$ cat src/rtl/pipe_ctrl_if.sv
`default_nettype none
// ============================================================================
// Module      : pipe_ctrl_if
// Description : Signal bundle between the pipeline datapath and pipe_ctrl.
//               master = pipeline side (drives hazard status, receives
//               stall/bubble/flush controls); slave = pipe_ctrl.
//               PIPE_CTRL_PERF_EN adds the two performance counter outputs.
// Revision    : 1.0 - initial release
// ============================================================================
interface pipe_ctrl_if;
    logic        id_reg1_read;
    logic [3:0]  id_reg1_addr;
    logic        id_reg2_read;
    logic [3:0]  id_reg2_addr;
    logic        ex_is_load;
    logic        ex_wreg;
    logic [3:0]  ex_wd;
    logic        stallreq_ex;
    logic        ex_done;
    logic        flush_req;
    logic [4:0]  stall;
    logic        bubble_idex;
    logic        bubble_exmem;
    logic        flush;
    logic        stall_timeout;
`ifdef PIPE_CTRL_PERF_EN
    logic [15:0] perf_stall_cyc;
    logic [15:0] perf_flush_cnt;
`endif

    modport master (
        output id_reg1_read, id_reg1_addr, id_reg2_read, id_reg2_addr,
        output ex_is_load, ex_wreg, ex_wd, stallreq_ex, ex_done, flush_req,
        input  stall, bubble_idex, bubble_exmem, flush, stall_timeout
`ifdef PIPE_CTRL_PERF_EN
        , input perf_stall_cyc, perf_flush_cnt
`endif
    );

    modport slave (
        input  id_reg1_read, id_reg1_addr, id_reg2_read, id_reg2_addr,
        input  ex_is_load, ex_wreg, ex_wd, stallreq_ex, ex_done, flush_req,
        output stall, bubble_idex, bubble_exmem, flush, stall_timeout
`ifdef PIPE_CTRL_PERF_EN
        , output perf_stall_cyc, perf_flush_cnt
`endif
    );
endinterface
`default_nettype wire

$ cat src/rtl/pipe_ctrl.sv
`default_nettype none
// ============================================================================
// Module      : pipe_ctrl
// Description : Pipeline sequencing controller for the 16-bit core.
//               Detects load-use hazards, holds the front of the pipe for
//               multi-cycle EX operations (with a stall watchdog), and
//               sequences branch flushes, including flushes requested while
//               a multi-cycle op is still running.
//               Optional macro PIPE_CTRL_PERF_EN adds saturating stall-cycle
//               and flush-cycle counters.
// Revision    : 1.0 - initial release
// ============================================================================
module pipe_ctrl #(
    parameter int MAX_STALL = 64,
    parameter int CNT_W     = 8
) (
    input  logic       clk,
    input  logic       rst,
    pipe_ctrl_if.slave bus
);

    typedef enum logic [1:0] {
        S_RUN     = 2'd0,
        S_EX_WAIT = 2'd1,
        S_FLUSH   = 2'd2
    } state_t;

    localparam logic [CNT_W-1:0] c_wdog_max  = CNT_W'(MAX_STALL);
    localparam logic [4:0]       c_stall_lu  = 5'b00011;
    localparam logic [4:0]       c_stall_ex  = 5'b00111;

    state_t           r_state;
    logic             r_pending_flush;
    logic [CNT_W-1:0] r_wdog;
    logic             r_timeout;

    logic             w_load_use;
    logic             w_wdog_hit;
    logic             w_go_flush;
    logic [4:0]       w_stall;
    logic             w_bubble_idex;
    logic             w_bubble_exmem;
    logic             w_flush;

    // Register 0 is an ordinary register here, so no zero-address exemption.
    assign w_load_use = bus.ex_is_load & bus.ex_wreg &
                        ((bus.id_reg1_read & (bus.id_reg1_addr == bus.ex_wd)) |
                         (bus.id_reg2_read & (bus.id_reg2_addr == bus.ex_wd)));

    // Watchdog expiry only counts when the op has not finished this cycle.
    assign w_wdog_hit = ~rst & (r_state == S_EX_WAIT) & ~bus.ex_done &
                        (r_wdog == c_wdog_max);

    // A flush seen on the same cycle the wait ends is treated as pending.
    assign w_go_flush = r_pending_flush | bus.flush_req;

    // Mealy control decode from current state and hazard inputs.
    always_comb begin
        w_stall        = 5'b00000;
        w_bubble_idex  = 1'b0;
        w_bubble_exmem = 1'b0;
        w_flush        = 1'b0;
        if (!rst) begin
            case (r_state)
                S_RUN: begin
                    if (bus.flush_req) begin
                        w_stall = 5'b00000;
                    end else if (bus.stallreq_ex) begin
                        w_stall        = c_stall_ex;
                        w_bubble_exmem = 1'b1;
                    end else if (w_load_use) begin
                        w_stall       = c_stall_lu;
                        w_bubble_idex = 1'b1;
                    end
                end
                S_EX_WAIT: begin
                    if (!bus.ex_done && !w_wdog_hit) begin
                        w_stall        = c_stall_ex;
                        w_bubble_exmem = 1'b1;
                    end
                end
                S_FLUSH: begin
                    w_flush = 1'b1;
                end
                default: begin
                    w_stall = 5'b00000;
                end
            endcase
        end
    end

    // Sequencer: state, deferred flush, watchdog count and sticky timeout.
    always_ff @(posedge clk) begin
        if (rst) begin
            r_state         <= S_RUN;
            r_pending_flush <= 1'b0;
            r_wdog          <= '0;
            r_timeout       <= 1'b0;
        end else begin
            case (r_state)
                S_RUN: begin
                    if (bus.flush_req) begin
                        r_state <= S_FLUSH;
                    end else if (bus.stallreq_ex) begin
                        r_state <= S_EX_WAIT;
                        r_wdog  <= CNT_W'(1);
                    end
                end
                S_EX_WAIT: begin
                    if (bus.ex_done || w_wdog_hit) begin
                        r_state         <= w_go_flush ? S_FLUSH : S_RUN;
                        r_pending_flush <= 1'b0;
                        if (w_wdog_hit) begin
                            r_timeout <= 1'b1;
                        end
                    end else begin
                        r_wdog <= r_wdog + CNT_W'(1);
                        if (bus.flush_req) begin
                            r_pending_flush <= 1'b1;
                        end
                    end
                end
                S_FLUSH: begin
                    r_pending_flush <= 1'b0;
                    r_state         <= bus.flush_req ? S_FLUSH : S_RUN;
                end
                default: begin
                    r_state <= S_RUN;
                end
            endcase
        end
    end

    // stall[4:3] belong to a future MEM-wait source and stay low.
    assign bus.stall         = w_stall;
    assign bus.bubble_idex   = w_bubble_idex;
    assign bus.bubble_exmem  = w_bubble_exmem;
    assign bus.flush         = w_flush;
    assign bus.stall_timeout = ~rst & (r_timeout | w_wdog_hit);

`ifdef PIPE_CTRL_PERF_EN
    logic [15:0] r_perf_stall_cyc;
    logic [15:0] r_perf_flush_cnt;

    // Saturating counts of stalled cycles and flush cycles.
    always_ff @(posedge clk) begin
        if (rst) begin
            r_perf_stall_cyc <= 16'd0;
            r_perf_flush_cnt <= 16'd0;
        end else begin
            if ((w_stall != 5'b00000) && (r_perf_stall_cyc != 16'hFFFF)) begin
                r_perf_stall_cyc <= r_perf_stall_cyc + 16'd1;
            end
            if (w_flush && (r_perf_flush_cnt != 16'hFFFF)) begin
                r_perf_flush_cnt <= r_perf_flush_cnt + 16'd1;
            end
        end
    end

    assign bus.perf_stall_cyc = rst ? 16'd0 : r_perf_stall_cyc;
    assign bus.perf_flush_cnt = rst ? 16'd0 : r_perf_flush_cnt;
`else
    // Performance counters are not built in this configuration.
`endif

endmodule
`default_nettype wire

$ cat src/flat_wrapper.sv
// flat-port wrapper written by rule: the top's interface ports become plain ports
module pipe_ctrl_flat 
#(
    parameter int MAX_STALL = 64,
    parameter int CNT_W     = 8
)
  (clk, rst, bus_id_reg1_read, bus_id_reg1_addr, bus_id_reg2_read, bus_id_reg2_addr, bus_ex_is_load, bus_ex_wreg, bus_ex_wd, bus_stallreq_ex, bus_ex_done, bus_flush_req, bus_stall, bus_bubble_idex, bus_bubble_exmem, bus_flush, bus_stall_timeout);
  pipe_ctrl_if bus_i ();
  input  logic clk;
  input  logic rst;
  input wire logic [$bits(bus_i.id_reg1_read)-1:0] bus_id_reg1_read;
  input wire logic [$bits(bus_i.id_reg1_addr)-1:0] bus_id_reg1_addr;
  input wire logic [$bits(bus_i.id_reg2_read)-1:0] bus_id_reg2_read;
  input wire logic [$bits(bus_i.id_reg2_addr)-1:0] bus_id_reg2_addr;
  input wire logic [$bits(bus_i.ex_is_load)-1:0] bus_ex_is_load;
  input wire logic [$bits(bus_i.ex_wreg)-1:0] bus_ex_wreg;
  input wire logic [$bits(bus_i.ex_wd)-1:0] bus_ex_wd;
  input wire logic [$bits(bus_i.stallreq_ex)-1:0] bus_stallreq_ex;
  input wire logic [$bits(bus_i.ex_done)-1:0] bus_ex_done;
  input wire logic [$bits(bus_i.flush_req)-1:0] bus_flush_req;
  output wire logic [$bits(bus_i.stall)-1:0] bus_stall;
  output wire logic [$bits(bus_i.bubble_idex)-1:0] bus_bubble_idex;
  output wire logic [$bits(bus_i.bubble_exmem)-1:0] bus_bubble_exmem;
  output wire logic [$bits(bus_i.flush)-1:0] bus_flush;
  output wire logic [$bits(bus_i.stall_timeout)-1:0] bus_stall_timeout;
  assign bus_i.id_reg1_read = bus_id_reg1_read;
  assign bus_i.id_reg1_addr = bus_id_reg1_addr;
  assign bus_i.id_reg2_read = bus_id_reg2_read;
  assign bus_i.id_reg2_addr = bus_id_reg2_addr;
  assign bus_i.ex_is_load = bus_ex_is_load;
  assign bus_i.ex_wreg = bus_ex_wreg;
  assign bus_i.ex_wd = bus_ex_wd;
  assign bus_i.stallreq_ex = bus_stallreq_ex;
  assign bus_i.ex_done = bus_ex_done;
  assign bus_i.flush_req = bus_flush_req;
  assign bus_stall = bus_i.stall;
  assign bus_bubble_idex = bus_i.bubble_idex;
  assign bus_bubble_exmem = bus_i.bubble_exmem;
  assign bus_flush = bus_i.flush;
  assign bus_stall_timeout = bus_i.stall_timeout;
  pipe_ctrl #(.MAX_STALL(MAX_STALL), .CNT_W(CNT_W)) u_core (.clk(clk), .rst(rst), .bus(bus_i));
endmodule
$ cat config.mk
export PLATFORM = sky130hd
export DESIGN_NAME = pipe_ctrl_flat
export DESIGN_NICKNAME = d
export VERILOG_FILES = /design/src/rtl/pipe_ctrl_if.sv /design/src/rtl/pipe_ctrl.sv /design/src/flat_wrapper.sv
export SDC_FILE = /design/constraint.sdc
export NUM_CORES = 1
export LEC_CHECK = 0
export CORE_MARGIN = 5
export CORE_UTILIZATION = 29
export CTS_BUF_LIST = sky130_fd_sc_hd__clkbuf_8 sky130_fd_sc_hd__clkbuf_16
export CTS_CLUSTER_DIAMETER = 200
export CTS_CLUSTER_SIZE = 28
export DETAILED_ROUTE_END_ITERATION = 8
export DONT_BUFFER_PORTS = 1
export GPL_TIMING_DRIVEN = 0
export HOLD_SLACK_MARGIN = 0.06
export PLACE_DENSITY = 0.54
export SYNTH_ARGS = -nofsm -noshare
export SYNTH_HDL_FRONTEND = slang
export SYNTH_SLANG_ARGS = --single-unit
$ cat constraint.sdc
create_clock -name clk -period 2.4 [get_ports clk]
set_clock_uncertainty 0.05 [all_clocks]
set_input_delay 0.72 -clock clk [delete_from_list [all_inputs] [get_ports clk]]
set_output_delay 0.72 -clock clk [all_outputs]
set_load 0.02 [all_outputs]
# Yosys cells after proc, flatten, opt, wreduce, memory -nomap -nowiden
# Cells that the tools add are included.
[totals]
register_bits = 12
inputBits = 21
output_inout_bits = 9
word_cells = 71
[op_classes]
n_addsub = 1
eq_ne = 11
muxes = 31
bitwise_logic = 13
n_reduce_logical = 11
[op_table]
columns = ["operator", "count"]
rows = [
  ["$mux W8", 3],
  ["$pmux W8 S2", 1],
  ["$mux W5", 3],
  ["$mux W1", 13],
  ["$mux W2", 6],
  ["$pmux W5 S2", 1],
  ["$add A8 B1 Y8 const B", 1],
  ["$and A1 B1 Y1", 8],
  ["$eq A4 B4 Y1", 2],
  ["$eq A8 B7 Y1 const B", 1],
  ["$ne A2 B2 Y1 const B", 4],
  ["$ne A3 B3 Y1 const B", 2],
  ["$pmux W2 S3", 1],
  ["$pmux W1 S2", 2],
  ["$reduce_and A2 Y1", 2],
  ["$reduce_and A4 Y1", 1],
  ["$reduce_bool A2 Y1", 2],
  ["$mux W3", 1],
  ["$or A1 B1 Y1", 3],
  ["$reduce_and A3 Y1", 1],
  ["$eq A2 B1 Y1 const B", 1],
  ["$eq A2 B2 Y1 const B", 1],
  ["$logic_not A1 Y1", 2],
  ["$logic_not A2 Y1", 1],
  ["3 further kinds", 4],
]

# Longest topological paths before layout
# Gate-level depths: netlist of the first run.
[logic_depth]
word_depth = 9
ltp_mapped = 7
depth_no_buf = 6

# Worst setup path before layout of the first run
# Ideal clock, no wire load.
[synth_timing]
kind = "input -> output"
startpoint = "input rst"
endpoint = "output bus_stall[1]"
t_arrival_ps = 2107
required_time_ps = 1630
slack_ps = -477
stages = 6
path_cell_list = "buf_6 > nor4b_4 > a21boi_4 > o21a_1 > nand3b_1 > buf_4"
[synth_between]
elab_chain_cells = 9
[synth_rtl]
columns = ["element", "line", "text"]
rows = [
  ["start: declaration", "flat_wrapper.sv:10", "input logic rst;"],
  ["$not A1 Y1", "pipe_ctrl.sv:51", "assign w_wdog_hit = ~rst & (r_state == S_EX_WAIT) & ~bus.ex_done &"],
  ["$and A1 B1 Y1 (3 in series)", "pipe_ctrl.sv:51", ""],
  ["$logic_not A1 Y1", "pipe_ctrl.sv:77", "if (!bus.ex_done && !w_wdog_hit) begin"],
  ["$logic_and A1 B1 Y1", "pipe_ctrl.sv:77", ""],
  ["$mux W3", "pipe_ctrl.sv:77", ""],
  ["$pmux W5 S2", "pipe_ctrl.sv:64", "case (r_state)"],
  ["$mux W5 (*)", "pipe_ctrl.sv:63", "if (!rst) begin"],
  ["end: declaration", "flat_wrapper.sv:21", "output wire logic [$bits(bus_i.stall)-1:0] bus_stall;"],
]
# Mark *: on every way between the ends. The rest lies on a longest branch, timed or not.

# Final worst setup path of the first run
# Ends and elaborated chain as after synthesis.

==> impl_metrics.yaml, run 1 <==
setup_path:
  rr_worst_depth: 8
  cp.required_ps: 1630
  worstSetupEndpointType: "primary output"
  worstPathArrival_ps: 1980
  critPathKind: "input pin to primary output"
  start_kind: "input pin"
  cp_top_family: "simple AND/OR/NAND/NOR gates"
  cp_max_fo: 3
  cpMaxStageDelayCell: "nand3b_1"
  path_buf_inv: 2
  slowest_delay_ps: 310
  worstPathCellList: "buf_12, nor4b_4, a21boi_4, o21a_4, nand3b_1, buf_6"
  cp_num_cells: 6
run_status:
  failed_checks: "setup timing"
  outcome: "complete, but fails checks"
die:
  die_x_um: 64.5
  start_util_pct: 30.7
  core-area_sq_um: 2810
  rows: 19
  io_pins: 30
  die_h_um: 64.5
  fp.dieArea_sq_um: 4160
place:
  place.detailed.hpwl_um: 1350
  gp_congestion: 0.777
  dp_slack_ps: -513
  port_buffers: 0
layout:
  multi_input_comb_area_sq_um: 584
  diodes: 0
  syn2layout_area_growth_pct: 25.7
  utilization_pct: 38.6
  finalNetCount: 130
  drive_gt1_share_pct: 33.0
  ff_latch_area_sq_um: 243
  nFillCells: 281
sta:
  rsz0062_at_grt: "true"
  period_share_pct: 115
  fin_crit_ps: 2750
  final_hold_viol_count: 0
  slew_headroom_pct: 53.0
  worst_slew_pin_slew_ps: 703
  drv_slew: 0
  finalSetupViolCount: 4
  setup_ws_ps: -349
  fmaxAchievable_mhz: 364
power:
  ir_worst_vdd_v: 0.000146
  p_leak_nw: 0.420
  cellPowerDensity_nw_per_um2: 470
logic_synthesis:
  ys_ff_latch: 12
  yosys_warnings: 0
  synth_area_leaders: "dfxtp_1 (28%), xor2_1 (8.1%), nor4b_4 (5.5%)"
  async_flop_share_pct: 0
  synth.avg_cell_area_sq_um: 9.27
  synth_top_area_cell: "dfxtp_1"
  synth.top_cell.area_share_pct: 27.9
  synthCells: 93
  synth_area_sq_um: 862
  synth_edf_count: 0
  yosysMostFrequentCell: "dfxtp_1"
  synth_ff_type: "dfxtp_1"
  ys_types: 36
  synth_common_cells: "dfxtp_1 (12), nor2_1 (11), xor2_1 (8)"
  yosysSeqAreaShare_pct: 27.9
global_routing:
  track_usage_pct: 8.85
  grt_pass1_vias: 644
  grt_pass1_wl_um: 2840
  gr-total-overflow: 0
  antenna_found_initial: 0
  grt_max_degree: 10
clock_network:
  cts.path.max_buffers: 2
  clk_latency_ps: 240
  cts_tree: "done"
  cts.clk_slew.worst_paths_ps: 50
  cts_buffers: 3
  hold_buffers: 0
  htreeDepth: 1
  cts-root-buf: "clkbuf_8"
  cts_sinks: 12
detailed_routing:
  wl_um: 1800
  drc_errors: 0
  wl_per_cell_um: 13.2
  vias: 684
  vias_per_cell: 4.99
  drt_iter0_drc: 30
  drt_first_pass_iters: 4
  postRouteAntennaNets: 0
run:
  cap_violations: 0
hold_path:
  hp-class: "flop to flop"
  hold_depth: 2
metal layers:
layer / up-vias / wire, um / global-route usage, %
met4: 0 / 44 / 5.54
met1: 317 / 749 / 10.6
met5: - / 0 / 0
met3: 7 / 75 / 3.63
li1: 348 / - / -
met2: 12 / 935 / 13.1
state kept, by name, indices dropped and copies added (netlist names):
| name | count |
|---|---|
| u_core.r_state | 2 |
| u_core.r_pending_flush | 1 |
| u_core.r_wdog | 8 |
| u_core.r_timeout | 1 |
worst min-delay path: cells and delay by family, from the launching register on:
kind / cells / cell delay (ps)
AO/OA/AOI/OAI: 1 / 50
flip-flops: 1 / 320
AND/OR/NAND/NOR: 1 / 60
kinds of logic after synthesis:
| group | Yosys count | share of synthesized area, % |
|---|---|---|
| simple gates | 36 | 29.5 |
| compound gates | 16 | 16.5 |
| buf+inv | 14 | 10.4 |
| flops | 12 | 27.9 |
| xor+xnor | 11 | 11.2 |
| fa+ha+maj | 2 | 2.90 |
| other cells | 1 | 0.435 |
| mux | 1 | 1.16 |
through the flow:
step	instances	hold WS (ps)	power, mW	cell area (sq um)	TNS [ps]
after global routing	137	456	0.538	1080	-1030
after global placement	125	386	0.282	928	-1160
after CTS	134	425	0.514	1030	-866
after floorplan	94	374	0.275	890	-666
final	137	426	0.510	1080	-702
after detailed placement	125	402	0.283	928	-1210
worst paths after layout:
kind / start / to / slack (ps)
setup / recovery: rst / bus_stall[1] / -350
hold / removal: u_core.r_pending_flush / u_core.r_pending_flush / 430
setup reg to reg: u_core.r_wdog[0] / u_core.r_wdog[0] / 750
hold reg to reg: u_core.r_pending_flush / u_core.r_pending_flush / 430
placed cells by master, fill, tap and decap left out, types with 2 or more instances in the layout:
cell type	n
buf_4	11
dfxtp_1	10
nor2_1	9
xor2_1	8
inv_1	6
o2111ai_1	4
clkbuf_8	4
nor4b_4	3
buf_6	3
xnor2_1	3
nand4_1	3
a21oi_1	3
nor2_4	2
nand2b_1	2
nor3_1	2
nand3b_1	2
and2_1	2
nand2_1	2
and3_1	2
ha_1	2
conb_1	2
dfxtp_2	2
layout make-up:
type,count,share of cell area (%)
Buffer,8,7.39
Clock buffer,4,5.08
Inverter,6,2.08
Multi-Input combinational cell,68,53.9
Sequential cell,12,22.4
Tap cell,31,3.58
Timing Repair Buffer,8,5.54
power breakdown:
part           internal, mW  switching (mW)  total [mW]  leakage, nW
combinational        0.0423          0.0396      0.0818        0.293
clock                 0.145          0.0765       0.222       0.0288
sequential            0.203         0.00298       0.206       0.0981
total                 0.390           0.119       0.510        0.420
repair_timing:
item | CTS | global route
setup endpoints to repair | 6 | 5
setup buffers | 5 | 3
endpoints found under the hold margin | 0 | 0
gates resized for setup | 2 | 7
pin swaps | 4 | 5
Power figures use the tool's default switching activity.
==> run 2, diff against run 1 <==
--- a/config.mk
+++ b/config.mk
@@ -5,6 +5,7 @@
 export SDC_FILE = /design/constraint.sdc
 export NUM_CORES = 1
 export LEC_CHECK = 0
+export CAP_MARGIN = 20
 export CORE_MARGIN = 5
 export CORE_UTILIZATION = 29
 export CTS_BUF_LIST = sky130_fd_sc_hd__clkbuf_8 sky130_fd_sc_hd__clkbuf_16
@@ -15,6 +16,7 @@
 export GPL_TIMING_DRIVEN = 0
 export HOLD_SLACK_MARGIN = 0.06
 export PLACE_DENSITY = 0.54
+export SKIP_CTS_REPAIR_TIMING = 1
 export SYNTH_ARGS = -nofsm -noshare
 export SYNTH_HDL_FRONTEND = slang
 export SYNTH_SLANG_ARGS = --single-unit
==> run 2 against run 1 <==
Compared with the run above:
- worst setup slack lost 78 ps
- non-clock buffer count is the same
- utilization shrank 0.94 points
- critical endpoint unchanged
- die area is the same
- design area shrank 2.4%
- worst hold slack lost 4.6 ps
- clock power is essentially flat
- total power shrank 0.49%
- global-route usage shrank 0.61 points
- combinational power shrank 0.5%
- the flow still finishes with violations (setup timing)
- register-to-register slack gained 60 ps
- sequential cell count is the same
==> impl_metrics.yaml, run 2 (synthesized netlist as in run 1, its figures left out) <==
clock_network:
  cts_tree: "done"
  cts.path.max_buffers: 2
  cts.clk_slew.worst_paths_ps: 50
  htreeDepth: 1
  cts_sinks: 12
  cts-root-buf: "clkbuf_8"
  cts_buffers: 3
  clk_latency_ps: 240
detailed_routing:
  vias: 681
  wl_um: 1750
  vias_per_cell: 4.97
  wl_per_cell_um: 12.8
  drt_iter0_drc: 21
  drc_errors: 0
  postRouteAntennaNets: 0
  drt_first_pass_iters: 4
layout:
  final_cells: 137
  nFillCells: 274
  mostFrequentLayoutCells: "dfxtp_1 (12), buf_4 (11), nor2_1 (9), xor2_1 (8), inv_1 (6)"
  ff_latch_area_sq_um: 240
  largest-register: "u_core.r_wdog"
  drive_gt1_share_pct: 30.2
  diodes: 0
  syn2layout_area_growth_pct: 22.6
  largest_reg_flops: 8
  top_regs: "u_core.r_wdog (8), u_core.r_state (2)"
  multi_input_comb_area_sq_um: 561
  layout_commonest_cell: "dfxtp_1"
  finalNetCount: 130
setup_path:
  rr_worst_depth: 5
  worstPathCellList: "buf_12, nor4b_4, a21boi_4, o21a_4, nand3b_1, buf_6"
  cp_top_family: "simple AND/OR/NAND/NOR gates"
  cpMaxStageDelayCell: "nor4b_4"
  crit-reg2reg-launch: "u_core.r_state[0]"
  cp-startpoint: "rst"
  start_kind: "input pin"
  slowest_delay_ps: 330
  cp_num_cells: 6
  worstSetupEndpointType: "primary output"
  worstPathArrival_ps: 2060
  path_buf_inv: 2
  cp.required_ps: 1630
  cp_max_fo: 6
  critPathKind: "input pin to primary output"
global_routing:
  grtUsageMet1_pct: 10.3
  grt.met3_usage_pct: 2.42
  grt_max_degree: 11
  grt_pass1_vias: 610
  gr-total-overflow: 0
  track_usage_pct: 8.23
  grt_pass1_wl_um: 2700
  grtUsageMet2_pct: 12.2
  grt_busiest_layer: "met2"
  antenna_found_initial: 0
die:
  fp.dieArea_sq_um: 4160
  core-area_sq_um: 2810
  start_util_pct: 30.7
  io_pins: 30
  die_x_um: 64.5
  rows: 19
  die_h_um: 64.5
sta:
  final_hold_viol_count: 0
  worst_slew_pin_slew_ps: 702
  period_share_pct: 118
  whs_ps: 421
  fin_crit_ps: 2830
  rsz0062_at_grt: "true"
  drv_slew: 0
  setup_ws_ps: -427
  slew_headroom_pct: 53.1
  finalSetupViolCount: 5
  fmaxAchievable_mhz: 354
run:
  cap_violations: 0
power:
  p_leak_nw: 0.419
  ir_worst_vdd_v: 0.000148
  p_total_uw: 507
  cellPowerDensity_nw_per_um2: 480
hold_path:
  hold_depth: 2
  min_from: "u_core.r_timeout"
  hp-class: "flop to flop"
place:
  dp_cells: 125
  port_buffers: 0
  gp_congestion: 0.777
  place.detailed.hpwl_um: 1350
run_status:
  outcome: "complete, but fails checks"
  failed_checks: "setup timing"
-- run 2: layout make-up --
class / instances / share of cell area [%]
clock buffers: 4 / 5.21
repair buffers: 8 / 5.68
flip-flops and latches: 12 / 22.7
inverters: 6 / 2.13
well taps: 31 / 3.67
plain buffers: 8 / 7.57
multi-input cells: 68 / 53.0
-- run 2: power by group --
group | leakage, nW | switching (mW) | internal, mW | total, mW
Clock | 0.0288 | 0.0747 | 0.145 | 0.220
Sequential | 0.0972 | 0.00319 | 0.203 | 0.206
Combinational | 0.293 | 0.0387 | 0.0428 | 0.0814
Total | 0.419 | 0.117 | 0.391 | 0.507
-- run 2: worst paths after layout --
| path | end | slack, ps |
|---|---|---|
| hold / removal | u_core.r_timeout | 420 |
| hold reg to reg | u_core.r_timeout | 420 |
| setup reg to reg | u_core.r_wdog[5] | 810 |
| setup / recovery | bus_stall[1] | -430 |
-- run 2: worst register-to-register path, stage by stage (launching register included) --
cell      delay [ps]
dfxtp_1          300
buf_6            130
nor4b_4          460
or2_2            190
clkbuf_1         240
nor2_1            90
-- run 2: per-layer routing --
layer / wire (um) / part of all wire [%]
met5: 0 / 0
met1: 745 / 43
met2: 889 / 51
met4: 40 / 2.3
met3: 75 / 4.3
-- run 2: metrics by stage --
step	cell area [sq um]	util, %	setup WS, ps	TNS [ps]
floorplan	890	-	-417	-666
global placement	928	33.1	-520	-1160
detailed placement	928	33.1	-513	-1210
CTS	983	35.1	-506	-1190
global route	1060	37.7	-507	-1210
finish	1060	37.7	-427	-854
==> run 3, diff against run 2 <==
--- a/config.mk
+++ b/config.mk
@@ -6,6 +6,8 @@
 export NUM_CORES = 1
 export LEC_CHECK = 0
 export CAP_MARGIN = 20
+export CELL_PAD_IN_SITES_DETAIL_PLACEMENT = 1
+export CELL_PAD_IN_SITES_GLOBAL_PLACEMENT = 1
 export CORE_MARGIN = 5
 export CORE_UTILIZATION = 29
 export CTS_BUF_LIST = sky130_fd_sc_hd__clkbuf_8 sky130_fd_sc_hd__clkbuf_16
@@ -15,7 +17,7 @@
 export DONT_BUFFER_PORTS = 1
 export GPL_TIMING_DRIVEN = 0
 export HOLD_SLACK_MARGIN = 0.06
-export PLACE_DENSITY = 0.54
+export PLACE_DENSITY = 0.66
 export SKIP_CTS_REPAIR_TIMING = 1
 export SYNTH_ARGS = -nofsm -noshare
 export SYNTH_HDL_FRONTEND = slang
==> run 3 against run 2 <==
Compared with the run above:
- sequential cell count stayed put
- routed wire length is 8.5% higher
- register-to-register slack hardly changed
- the run still ends with setup timing left
- sequential share of layout area increased by 0.39 points
- die area unchanged
- critical endpoint unchanged
- utilization shrank 0.45 points
==> impl_metrics.yaml, run 3 (synthesized netlist as in run 1, its figures left out) <==
layout:
  syn2layout_area_growth_pct: 21.2
  largest-register: "u_core.r_wdog"
  diodes: 0
  mostFrequentLayoutCells: "buf_4 (11), dfxtp_1 (11), nor2_1 (9), xor2_1 (8), inv_1 (6)"
  ff_latch_area_sq_um: 241
  nFillCells: 331
  top_regs: "u_core.r_wdog (8), u_core.r_state (2)"
  final_cells: 136
  drive_gt1_share_pct: 30.5
  multi_input_comb_area_sq_um: 561
  finalNetCount: 130
  largest_reg_flops: 8
die:
  rows: 19
  fp.dieArea_sq_um: 4160
  core-area_sq_um: 2810
  io_pins: 30
  start_util_pct: 30.7
  die_h_um: 64.5
  die_x_um: 64.5
detailed_routing:
  vias_per_cell: 4.96
  wl_per_cell_um: 14.0
  vias: 674
  drt_first_pass_iters: 4
  drc_errors: 0
  wl_um: 1900
  drt_iter0_drc: 24
  postRouteAntennaNets: 0
power:
  cellPowerDensity_nw_per_um2: 445
  swShare_pct: 23.6
  ir_worst_vdd_v: 0.000140
  p_comb_share_pct: 17.2
  power_switching_uw: 110
  seq_power_share_pct: 44.5
  clockPowerShare_pct: 38.3
  internal-power_uw: 355
  p_leak_nw: 0.413
setup_path:
  cp.required_ps: 1630
  start_kind: "input pin"
  critPathKind: "input pin to primary output"
  cp_max_fo: 6
  worstPathArrival_ps: 2080
  cp-startpoint: "rst"
  crit-reg2reg-launch: "u_core.r_wdog[1]"
  worstSetupEndpointType: "primary output"
run_status:
  failed_checks: "setup timing"
  outcome: "complete, but fails checks"
clock_network:
  htreeDepth: 1
  cts.clk_slew.worst_paths_ps: 50
  cts-root-buf: "clkbuf_8"
  cts.path.max_buffers: 2
  cts_sinks: 12
  cts_buffers: 3
  cts_tree: "done"
  clk_latency_ps: 230
global_routing:
  antenna_found_initial: 0
  gr-total-overflow: 0
  grt_max_degree: 11
  track_usage_pct: 9.21
  grt_pass1_vias: 705
  grt_pass1_wl_um: 3110
sta:
  whs_ps: 411
  slew_headroom_pct: 54.4
  rsz0062_at_grt: "true"
  fin_crit_ps: 2850
  setup_ws_ps: -449
  fmaxAchievable_mhz: 351
  worst_slew_pin_slew_ps: 682
  drv_slew: 0
  final_hold_viol_count: 0
  finalSetupViolCount: 4
  period_share_pct: 119
place:
  dp_cells: 125
  place.detailed.hpwl_um: 1510
  port_buffers: 0
  gp_congestion: 0.742
hold_path:
  min_from: "u_core.r_timeout"
  hp-class: "flop to flop"
run:
  cap_violations: 0
-- run 3: changes by cell type in the layout (fill, tap and decap cells not counted) --
cell      previous run  this run
clkbuf_8             4         3
dfxtp_1             12        11
dfxtp_2              0         1
-- run 3: layout make-up --
cell class	count	share of cell area, %
Buffer	8	7.66
Clock buffer	3	3.95
Inverter	6	2.16
Multi-Input combinational cell	68	53.7
Sequential cell	12	23.1
Tap cell	31	3.71
Timing Repair Buffer	8	5.75
-- run 3: power groups by stage --
stage	Sequential [mW]	Combinational (mW)	Clock [mW]
after floorplan	0.210	0.0651	0
after global placement	0.210	0.0726	0
after detailed placement	0.210	0.0739	0
after CTS	0.206	0.0742	0.187
after global routing	0.207	0.0878	0.198
final	0.206	0.0800	0.178
-- run 3: worst paths after layout --
check                      to  slack (ps)  depth (start not counted)
max              bus_stall[1]        -450                          6
max reg2reg  u_core.r_wdog[0]         820                          7
min          u_core.r_timeout         410                          2
min reg2reg  u_core.r_timeout         410                          2
-- run 3: layer usage --
metal | up-vias | wire length [um] | global-route usage, %
li1 | 347 | - | -
met1 | 314 | 817 | 11.1
met2 | 11 | 995 | 15.7
met3 | 2 | 66 | 2.07
met4 | 0 | 19 | 3.96
met5 | - | 0 | 0
-- run 3: worst max-delay path: stages --
cell and delay, ps:
buf_12 110, nor4b_4 310, a21boi_4 130, o21a_4 270, nand3b_1 320, buf_6 220
-- run 3: per-stage QoR --
stage          power (mW)  setup TNS, ps  utilization (%)  worst slack, ps  area (sq um)
2_1_floorplan       0.275           -666                -             -417           890
3_3_place_gp        0.283          -1140             33.1             -518           928
3_5_place_dp        0.284          -1260             33.1             -527           928
4_1_cts             0.468          -1270             34.6             -526           970
5_1_grt             0.492          -1160             37.2             -515          1040
6_report            0.464           -893             37.2             -449          1040
